===== src/rtl/rms_estimator_if.sv =====
// Sample stream between the upstream audio source, the RMS estimator and the
// downstream noise gate. The estimator consumes x_in and produces the aligned
// pair x_out / rms_out together with a one-cycle out_valid pulse.
interface rms_estimator_if;
    logic               in_valid;
    logic signed [15:0] x_in;
    logic               in_ready;
    logic               out_valid;
    logic signed [15:0] x_out;
    logic        [15:0] rms_out;

    // Estimator side
    modport slave (
        input  in_valid,
        input  x_in,
        output in_ready,
        output out_valid,
        output x_out,
        output rms_out
    );

    // Source / gate side
    modport master (
        output in_valid,
        output x_in,
        input  in_ready,
        input  out_valid,
        input  x_out,
        input  rms_out
    );
endinterface


===== src/rtl/rms_estimator.sv =====
// Running RMS estimator for a Q1.15 audio stream.
// Each accepted sample is squared (Q2.30), folded into a one-pole leaky
// integrator p += (sq - p) >>> ALPHA_SHIFT, and then a 16-cycle restoring
// square root produces floor(sqrt(p)), which is already Q1.15. The sample
// and its level are published together on a single out_valid pulse.
module rms_estimator #(
    parameter int ALPHA_SHIFT = 8
) (
    input  logic          clk,
    input  logic          rst_n,
    input  logic          clr,
    rms_estimator_if.slave bus
);

    typedef enum logic [1:0] {IDLE, UPDATE, SQRT, DONE} state_t;

    state_t state, state_nx;

    logic signed [15:0] xs;        // accepted sample
    logic        [30:0] p;         // power estimate, Q2.30, always < 2^30
    logic        [31:0] rad;       // radicand, consumed two bits per cycle
    logic        [17:0] rem;       // partial remainder, bounded by 2*r
    logic        [15:0] r;         // partial root
    logic        [3:0]  cnt;       // root bit counter

    logic               out_valid_q;
    logic signed [15:0] x_out_q;
    logic        [15:0] rms_out_q;

    logic        [30:0] sq;
    logic signed [32:0] d;
    logic        [30:0] p_upd;
    logic        [19:0] rem_sh;
    logic        [19:0] trial;
    logic        [17:0] rem_nx;
    logic        [15:0] root_nx;

    // Clamp to the largest positive Q1.15 value; only a guard, since p < 2^30
    // keeps the root at or below 32767.
    function automatic logic [15:0] sat_q15(input logic [15:0] v);
        return (v > 16'd32767) ? 16'd32767 : v;
    endfunction

    // Square and leaky-integrator update; floor shift keeps 0 <= p < 2^30.
    always_comb begin
        sq    = 31'(xs * xs);
        d     = $signed({2'b00, sq}) - $signed({2'b00, p});
        p_upd = 31'($signed({2'b00, p}) + (d >>> ALPHA_SHIFT));
    end

    // One restoring square-root step: try setting the next root bit.
    always_comb begin
        rem_sh = {rem, rad[31:30]};
        trial  = {2'b00, r, 2'b01};
        rem_nx = rem_sh[17:0];
        root_nx = {r[14:0], 1'b0};
        if (rem_sh >= trial) begin
            rem_nx  = 18'(rem_sh - trial);
            root_nx = {r[14:0], 1'b1};
        end
    end

    // State register.
    always_ff @(posedge clk or negedge rst_n) begin
        if (!rst_n) begin
            state <= IDLE;
        end else begin
            state <= state_nx;
        end
    end

    // Next-state decode; clr always returns to IDLE.
    always_comb begin
        state_nx = state;
        case (state)
            IDLE:    if (bus.in_valid) state_nx = UPDATE;
            UPDATE:  state_nx = SQRT;
            SQRT:    if (cnt == 4'd15) state_nx = DONE;
            DONE:    state_nx = IDLE;
            default: state_nx = IDLE;
        endcase
        if (clr) begin
            state_nx = IDLE;
        end
    end

    // Datapath: capture, integrate, iterate the root, publish the result.
    always_ff @(posedge clk or negedge rst_n) begin
        if (!rst_n) begin
            xs          <= '0;
            p           <= '0;
            rad         <= '0;
            rem         <= '0;
            r           <= '0;
            cnt         <= '0;
            out_valid_q <= 1'b0;
            x_out_q     <= '0;
            rms_out_q   <= '0;
        end else begin
            out_valid_q <= 1'b0;
            if (clr) begin
                p <= '0;
            end else begin
                case (state)
                    IDLE: begin
                        if (bus.in_valid) begin
                            xs <= bus.x_in;
                        end
                    end
                    UPDATE: begin
                        p   <= p_upd;
                        rad <= {1'b0, p_upd};
                        rem <= '0;
                        r   <= '0;
                        cnt <= '0;
                    end
                    SQRT: begin
                        rad <= {rad[29:0], 2'b00};
                        rem <= rem_nx;
                        r   <= root_nx;
                        cnt <= cnt + 4'd1;
                        if (cnt == 4'd15) begin
                            rms_out_q   <= sat_q15(root_nx);
                            x_out_q     <= xs;
                            out_valid_q <= 1'b1;
                        end
                    end
                    default: begin
                    end
                endcase
            end
        end
    end

    assign bus.in_ready  = (state == IDLE);
    assign bus.out_valid = out_valid_q;
    assign bus.x_out     = x_out_q;
    assign bus.rms_out   = rms_out_q;

endmodule


===== src/flat_wrapper.sv =====
// flat-port wrapper written by rule: the top's interface ports become plain ports
module rms_estimator_flat 
#(
    parameter int ALPHA_SHIFT = 8
)
  (clk, rst_n, clr, bus_in_valid, bus_x_in, bus_in_ready, bus_out_valid, bus_x_out, bus_rms_out);
  rms_estimator_if bus_i ();
  input  logic clk;
  input  logic rst_n;
  input  logic clr;
  input wire logic [$bits(bus_i.in_valid)-1:0] bus_in_valid;
  input wire logic [$bits(bus_i.x_in)-1:0] bus_x_in;
  output wire logic [$bits(bus_i.in_ready)-1:0] bus_in_ready;
  output wire logic [$bits(bus_i.out_valid)-1:0] bus_out_valid;
  output wire logic [$bits(bus_i.x_out)-1:0] bus_x_out;
  output wire logic [$bits(bus_i.rms_out)-1:0] bus_rms_out;
  assign bus_i.in_valid = bus_in_valid;
  assign bus_i.x_in = bus_x_in;
  assign bus_in_ready = bus_i.in_ready;
  assign bus_out_valid = bus_i.out_valid;
  assign bus_x_out = bus_i.x_out;
  assign bus_rms_out = bus_i.rms_out;
  rms_estimator #(.ALPHA_SHIFT(ALPHA_SHIFT)) u_core (.clk(clk), .rst_n(rst_n), .clr(clr), .bus(bus_i));
endmodule

===== config.mk =====
export PLATFORM = sky130hd
export DESIGN_NAME = rms_estimator_flat
export DESIGN_NICKNAME = d
export VERILOG_FILES = /design/src/rtl/rms_estimator_if.sv /design/src/rtl/rms_estimator.sv /design/src/flat_wrapper.sv
export SDC_FILE = /design/constraint.sdc
export NUM_CORES = 1
export LEC_CHECK = 0
export BUFFER_PORTS_ARGS = -buffer_cell sky130_fd_sc_hd__buf_2
export CELL_PAD_IN_SITES_DETAIL_PLACEMENT = 1
export CELL_PAD_IN_SITES_GLOBAL_PLACEMENT = 1
export CORE_MARGIN = 2
export CORE_UTILIZATION = 50
export DETAILED_ROUTE_END_ITERATION = 10
export PLACE_DENSITY_LB_ADDON = 0.1
export SETUP_SLACK_MARGIN = 0.2
export SLEW_MARGIN = 10
export SYNTH_ARGS = -nofsm -noshare
export SYNTH_HDL_FRONTEND = slang
export SYNTH_SLANG_ARGS = --single-unit

===== constraint.sdc =====
create_clock -name clk -period 27.2 [get_ports clk]
set_clock_uncertainty 0.2 [all_clocks]
set_input_delay 2.72 -clock clk [delete_from_list [all_inputs] [get_ports clk]]
set_output_delay 2.72 -clock clk [all_outputs]
set_load 0.01 [all_outputs]

### Word-level counts from Yosys, hierarchy flattened

Cells that the tools add are included.

* register bits: 152
* input port bits: 20
* output and inout port bits: 34
* word-level logic and storage cells: 47

* $add $sub $neg: 4
* multipliers: 1
* magnitude comparators: 2
* eq/ne operators: 6
* muxes and demuxes: 16
* bitwise logic cells: 1
* reductions and logical operators: 7

Operator list (count)
* case mux 32 bit (2 select lines): 1
* 2-to-1 mux 31 bit: 2
* case mux 18 bit (2 select lines): 1
* case mux 16 bit (2 select lines): 1
* subtractor 31 x 31 -> 32 bit: 1
* adder 31 x 24 -> 31 bit: 1
* multiplier 16 x 16 -> 31 bit: 1
* greater-or-equal comparator 20 x 18 -> 1 bit: 1
* 2-to-1 mux 18 bit: 1
* subtractor 18 bit: 1
* > comparator 16 x 15 -> 1 bit (second input constant): 1
* 2-to-1 mux 16 bit: 1
* case mux 2 bit (4 select lines): 1
* case mux 4 bit (2 select lines): 1
* 2-to-1 mux 2 bit: 3
* AND reduction 3 bit: 2
* adder 4 x 1 -> 4 bit (second input constant): 1
* equality test 2 bit (second input constant): 2
* equality test 4 bit (second input constant): 1
* 2-to-1 mux 1 bit: 4
* AND reduction 2 bit: 2
* nonzero test 2 bit: 2
* inequality test 3 x 2 -> 1 bit (second input constant): 1
* inequality test 3 bit (second input constant): 1
* 3 further kinds: 3

### Depth between registers and ports, before layout

Gate-level depths: netlist of run 1.

* depth in word-level cells: 5
* mapped depth: 42
* mapped depth without buffers: 41

### Least setup slack after synthesis of run 1

No wires, ideal clock.

* kind: reg-to-reg
* start point: register u_core.xs[6]
* end point: register u_core.rad[25]
* setup time: 127 ps
* arrival time: 9083 ps
* data required time: 26873 ps
* path slack: 17790 ps
* cell stages (with the launch flop): 41
* path buffers: 2
* period minus slack after synthesis: 9410 ps
* cells stage by stage: dfrtp_1 clkbuf_1 clkbuf_1 nand2_1 fa_1 inv_1 fa_1 ha_1 inv_1 fa_1 fa_1 fa_1 inv_1 ha_1 o21a_1 o21a_1 o21ai_1 a21oi_1 [... 5 more ...] a221oi_1 nor2b_1 o2111ai_2 o311ai_4 a31o_2 a21o_1 a21oi_1 xnor2_1 ha_1 and3_1 and2_1 a221o_1 and3_4 o31ai_2 o21ai_1 a21oi_2 mux2i_1 nand3_1

* word-level cells in the longest chain between the ends: 4

RTL lines
* start, declared: RTL line rms_estimator.sv:19 `logic signed [15:0] xs;`
* start signal, assigned: RTL line rms_estimator.sv:107 `xs <= bus.x_in;`
* multiplier 16 x 16 -> 31 bit: RTL line rms_estimator.sv:46 `sq = 31'(xs * xs);`
* subtractor 31 x 31 -> 32 bit: RTL line rms_estimator.sv:47 `d = $signed({2'b00, sq}) - $signed({2'b00, p});`
* adder 31 x 24 -> 31 bit: RTL line rms_estimator.sv:48 `p_upd = 31'($signed({2'b00, p}) + (d >>> ALPHA_SHIFT));`
* case mux 32 bit (2 select lines): RTL line rms_estimator.sv:104 `case (state)`
* end signal, assigned: RTL line rms_estimator.sv:112 `rad <= {1'b0, p_upd};`
* end signal, assigned: RTL line rms_estimator.sv:118 `rad <= {rad[29:0], 2'b00};`
* end, declared: RTL line rms_estimator.sv:21 `logic [31:0] rad;`

Every way passes these cells.
A chain may end at the register's enable or synchronous reset.

### Worst setup path after layout of run 1

* start point: register u_core.xs[2]
* end point: register u_core.p[25]

* word-level cells in the longest chain between the ends: 5

RTL lines
* multiplier 16 x 16 -> 31 bit: RTL line rms_estimator.sv:46
* subtractor 31 x 31 -> 32 bit: RTL line rms_estimator.sv:47
* adder 31 x 24 -> 31 bit: RTL line rms_estimator.sv:48
* 2-to-1 mux 31 bit: RTL line rms_estimator.sv:104
* 2-to-1 mux 31 bit: RTL line rms_estimator.sv:101 `if (clr) begin`
* end signal, assigned: RTL line rms_estimator.sv:111 `p <= p_upd;`
* end, declared: RTL line rms_estimator.sv:20 `logic [30:0] p;`

Every way passes these cells. The select of a mux whose other input is x is not followed.

==> results of run 1 <==
## worst register-to-register path, delay by kind of cell (launching register included)
family / cells / cell delay (ps)
compound gates: 15 / 3290
xor+xnor: 2 / 340
fa+ha+maj: 9 / 3930
buf+inv: 4 / 530
flops: 1 / 890
simple gates: 7 / 1770
## cells by family (layout without fill, tap and decap cells)
kind of cell,after synthesis,after routing,synth area share
buf+inv,467,497,0.09420
simple gates,460,460,0.1164
fa+ha+maj,400,400,0.3597
compound gates,371,371,0.1333
flops,152,152,0.2037
xor+xnor,107,107,0.05018
mux,75,75,0.04255
## cells in the final DEF, fill, tap and decap left out, types with 9 or more instances in the layout
cell,n
o21a_1,15
xnor2_1,74
nand3_1,23
a21oi_1,88
and2_1,38
nor2b_1,22
fa_1,228
o21ai_0,71
buf_2,52
a21o_1,32
ha_1,171
a31oi_1,22
dfrtp_1,152
clkbuf_16,17
nand2_1,150
inv_1,399
nand2b_1,19
nor2_1,134
xor2_1,33
nor3_1,16
o22ai_1,17
mux2i_1,40
a211oi_1,15
mux2_2,35
nand4_1,9
buf_4,12
and3_1,13
o21bai_1,13
## area by class of cell
type	instances	area, um^2	share of cell area
Multi-Input combinational cell	1413	13120	0.6574
Clock inverter	13	135.1	0.006769
Tap cell	468	585.6	0.02933
Inverter	400	1501	0.07521
Timing Repair Buffer	65	361.6	0.01811
Clock buffer	19	452.9	0.02269
Sequential cell	152	3804	0.1905
## registers in the layout, summed over array words and instances (netlist names)
register and flops:
u_core.rad 32, u_core.p 31, u_core.rem 18, u_core.bus.rms_out 16, u_core.bus.x_out 16, u_core.r 16
u_core.xs 16, u_core.cnt 4, u_core.state 2, u_core.bus.out_valid 1
## through the flow
stage	hold WS, ps	worst slack (ps)	utilization	cell area (um^2)	std cells
5_1_grt	312.4	15500	0.5440	19960	2530
4_1_cts	285.8	16280	0.5440	19960	2530
6_report	281.0	16150	0.5440	19960	2530
2_1_floorplan	238.6	17790	-	18670	2032
3_3_place_gp	254.7	16500	0.5280	19380	2498
3_5_place_dp	264.6	16330	0.5280	19380	2498
## layer usage
metal  vias up  GRT usage  wire (um)  part of all wire
met5         -          0          0                 0
li1       6622          -          -                 -
met4         0    0.05737        715             0.015
met3        52    0.02988       1147             0.024
met2       180     0.4643      25020              0.52
met1      7314     0.3377      21180              0.44
## path summary, 6_finish.rpt
check / from / endpoint / slack, ps / depth (start not counted)
max in group asynchronous: rst_n / u_core.xs[4] / 23230 / 2
setup / recovery: u_core.xs[2] / u_core.p[25] / 16150 / 37
hold / removal: u_core.rad[0] / u_core.rad[0] / 280 / 2
setup reg to reg: u_core.xs[2] / u_core.p[25] / 16150 / 37
min in group asynchronous: rst_n / u_core.bus.rms_out[2] / 2100 / 1
hold reg to reg: u_core.rad[0] / u_core.rad[0] / 280 / 2
==> results_dict.tcl, run 1 <==
set metrics [dict create \
    antenna_found_initial 0 \
    cts_resized 0 \
    yosysWarnings 0 \
    numClockSinks 152 \
    ctsLongestPathBuffers 2 \
    critPathMaxFanout 19 \
    drc_errors 0 \
    cts.hold.buffers_added 0 \
    setup_viol 0 \
    gp_congestion 0.8467 \
    viasPerCell 5.600 \
    finalHoldViolCount 0 \
    die_h_um 197.3 \
    drv_cap 0 \
    synth_area_leaders "fa_1 24%, dfrtp_1 20%, ha_1 12%" \
    ys.flop_type "dfrtp_1" \
    status "complete, no violations" \
    place_hpwl_um 38210 \
    routedWlPerCell_um 19.00 \
    h-tree-depth 4 \
    synth.most_common_cell "inv_1" \
    relSlewSlack 0.2798 \
    synth_area_um2 18670 \
    cp.buffers_inverters 4 \
    cts_inserted_buffers 17 \
    seq_area_frac_synth 0.2037 \
    synth_top_area_cell "fa_1" \
    antenna_cells 0 \
    async_flop_share 1.000 \
    clkLatencyLatePin_ps 460 \
    grt_pass1_vias 15530 \
    nFillCells 4280 \
    tns_ps 0 \
    synth_seq_cells 152 \
    worst_path_dominant_cell_family "adder cells" \
    crit_type "reg2reg" \
    ios 54 \
    path_clk_slew_ps 70 \
    drive_above_1_share 0.08244 \
    die_x_um 197.3 \
    drt-initial-drc-count 522 \
    syn-mean-instance-area_um2 9.190 \
    cts_tree "built" \
    grt_usage 0.2595 \
    vias 14170 \
    root_buffer "clkbuf_16" \
    dr.pass1.iters 5 \
    critPathLaunchType "register" \
    port_buffers 53 \
    area_growth_pct 6.908 \
    postCtsSetupBuffers 0 \
    rsz0062_at_grt "no" \
    max_freq_mhz 90.47 \
    worstMarginPinSlew_ps 1077 \
    crit_arrival_ps 11210 \
    detail-route-antenna-nets 0 \
    final_net_count 2469 \
    synthTopCellsByCount "399 x inv_1, 228 x fa_1, 172 x ha_1, 152 x dfrtp_1, 150 x nand2_1" \
    crit_slowest_cell "dfrtp_1" \
    wl_um 48070 \
    grt_max_degree 88 \
    die_area_um2 38910 \
    synth-edff-count 0 \
    cpPeakStageDelay_ps 890 \
    grt_pass1_wl_um 79900 \
    synth_top_cell_area_share 0.2444 \
    rows 70 \
    period_share 0.4064 \
    yosysUniqueCellTypes 82 \
    slew_violations 0 \
    min_path_type "reg2reg" \
    cp-end-kind "register" \
    initial_core_util 0.5089 \
    post-route-min-period_ps 11050 \
    syn_nets 2452 \
    netlist_instances 2032 \
    crit_path_frequent_cell "fa_1" \
    cp.required_ps 27360 \
    fp.coreArea_um2 36700 \
    grt-ovfl-total 0 \
]
Power of run 1 is left out: the tool's default activity adds up to more than one toggle a clock period on the data nets, which glitch-free logic cannot reach.
==> run 2, diff against run 1 <==
- clock period: 27.2 -> 10.73 ns (I/O delays scaled with it)
==> run 2 against run 1 <==
Compared with the run above:
- flip-flop and latch count unchanged
- sequential share of layout area down 0.13 points
- wire length grew 0.26%
- via count is essentially flat
- highest routed layer is now met5
- utilization up 0.62 points
- global-route usage about the same
- non-clock buffer count rose by 19
- die area unchanged
- largest cell class unchanged
- worst hold slack gained 8.7 ps
==> results_dict.tcl, run 2 (same netlist as run 1, synthesis figures left out) <==
set metrics [dict create \
    place_hpwl_um 38540 \
    critPathMaxFanout 14 \
    drt-initial-drc-count 399 \
    vias 14180 \
    area_growth_pct 8.121 \
    cp.buffers_inverters 6 \
    viasPerCell 5.566 \
    cpPeakStageDelay_ps 570 \
    slew_violations 0 \
    cts_inserted_buffers 17 \
    port_buffers 53 \
    antenna_found_initial 1 \
    mostFrequentLayoutCells "399 x inv_1, 228 x fa_1, 171 x ha_1" \
    largest_register_ff_count 32 \
    grt_usage 0.2596 \
    largestRegisters "u_core.rad (32), u_core.p (31), u_core.rem (18)" \
    worstMarginPinSlew_ps 1133 \
    die_area_um2 38910 \
    drc_errors 0 \
    rsz0062_at_grt "yes" \
    setup_viol 0 \
    crit_slowest_cell "fa_1" \
    grt-ovfl-total 0 \
    path_clk_slew_ps 70 \
    crit_arrival_ps 10130 \
    final_common_cell "inv_1" \
    tns_ps 0 \
    clkLatencyLatePin_ps 450 \
    register_area_um2 3820 \
    ctsLongestPathBuffers 2 \
    routedWlPerCell_um 18.92 \
    h-tree-depth 4 \
    numClockSinks 152 \
    worst_path_dominant_cell_family "adder cells" \
    min_path_type "reg2reg" \
    cts_tree "built" \
    post-route-min-period_ps 9987 \
    cp.required_ps 10870 \
    nFillCells 4217 \
    period_share 0.9308 \
    grt_pass1_vias 15700 \
    crit_type "reg2reg" \
    wl_um 48190 \
    largest-register "u_core.rad" \
    finalHoldViolCount 0 \
    grt_pass1_wl_um 79780 \
    final_net_count 2488 \
    die_x_um 197.3 \
    rows 70 \
    root_buffer "clkbuf_16" \
    max_freq_mhz 100.1 \
    die_h_um 197.3 \
    cts.hold.buffers_added 0 \
    gp_congestion 0.8901 \
    status "complete, no violations" \
    drv_cap 0 \
    initial_core_util 0.5089 \
    dr.pass1.iters 4 \
    detail-route-antenna-nets 0 \
    grt_max_degree 80 \
    drive_above_1_share 0.09812 \
    relSlewSlack 0.2422 \
    multi_input_area_um2 13210 \
    ios 54 \
    antenna_cells 0 \
    fp.coreArea_um2 36700 \
    critPathLaunchType "register" \
    cp-end-kind "register" \
]
[run 2: cell types whose count changed in the layout (fill, tap and decap cells not counted), sizes merged]
| cell | delta |
|---|---|
| clkinv | -2 |
| clkinvlp | +2 |
| buf | +19 |
| inv | -2 |
[run 2: what timing repair did]
item / 4_1_cts / 5_1_grt
setup buffers: 0 / 3
endpoints found under the setup margin: 0 / 25
resized for setup: 0 / 25
[run 2: stage by stage]
step / hold WS, ps / setup slack (ps) / instances / cell area, um^2 / util
after floorplan: 238.6 / 1320 / 2032 / 18670 / -
after global placement: 255.5 / 412.8 / 2514 / 19500 / 0.5313
after detailed placement: 261.4 / 263.3 / 2514 / 19500 / 0.5313
after CTS: 284.1 / 232.9 / 2544 / 20060 / 0.5467
after global routing: 320.3 / 153.1 / 2547 / 20190 / 0.5502
final: 289.7 / 742.6 / 2547 / 20190 / 0.5502
[run 2: final cells by class]
class	count	share of cell area
Multi-Input combinational cell	1413	0.6542
Tap cell	468	0.02900
Clock inverter	11	0.005701
Inverter	400	0.07436
Sequential cell	152	0.1892
Clock buffer	19	0.02243
Timing Repair Buffer	84	0.02516
[run 2: path summary, 6_finish.rpt]
kind	from	endpoint	slack [ps]	cells after the start
hold reg to reg	u_core.rad[8]	u_core.rad[10]	290	2
setup / recovery	u_core.xs[5]	u_core.p[27]	740	37
min in group asynchronous	rst_n	u_core.bus.rms_out[2]	430	1
hold / removal	u_core.rad[8]	u_core.rad[10]	290	2
setup reg to reg	u_core.xs[5]	u_core.p[27]	740	37
max in group asynchronous	rst_n	u_core.p[18]	8370	2
[run 2: routing by layer]
metal,track usage,vias up,part of all wire
met2,0.4575,158,0.51
met1,0.3411,7302,0.45
met4,0.06683,2,0.018
met5,0,-,0.00027
met3,0.02851,61,0.023
li1,-,6654,-
[run 2: worst reg2reg max path, delay by kind of cell, from the launching register on]
family	cells	cell delay, ps
adders and majority gates	9	4190
AOI/OAI and AO/OA	15	2930
and+or+nand+nor	6	1500
DFF	1	540
buffers and inverters	6	360
xor gates and xnor gates	1	140
Power of run 2 is left out for the same reason.
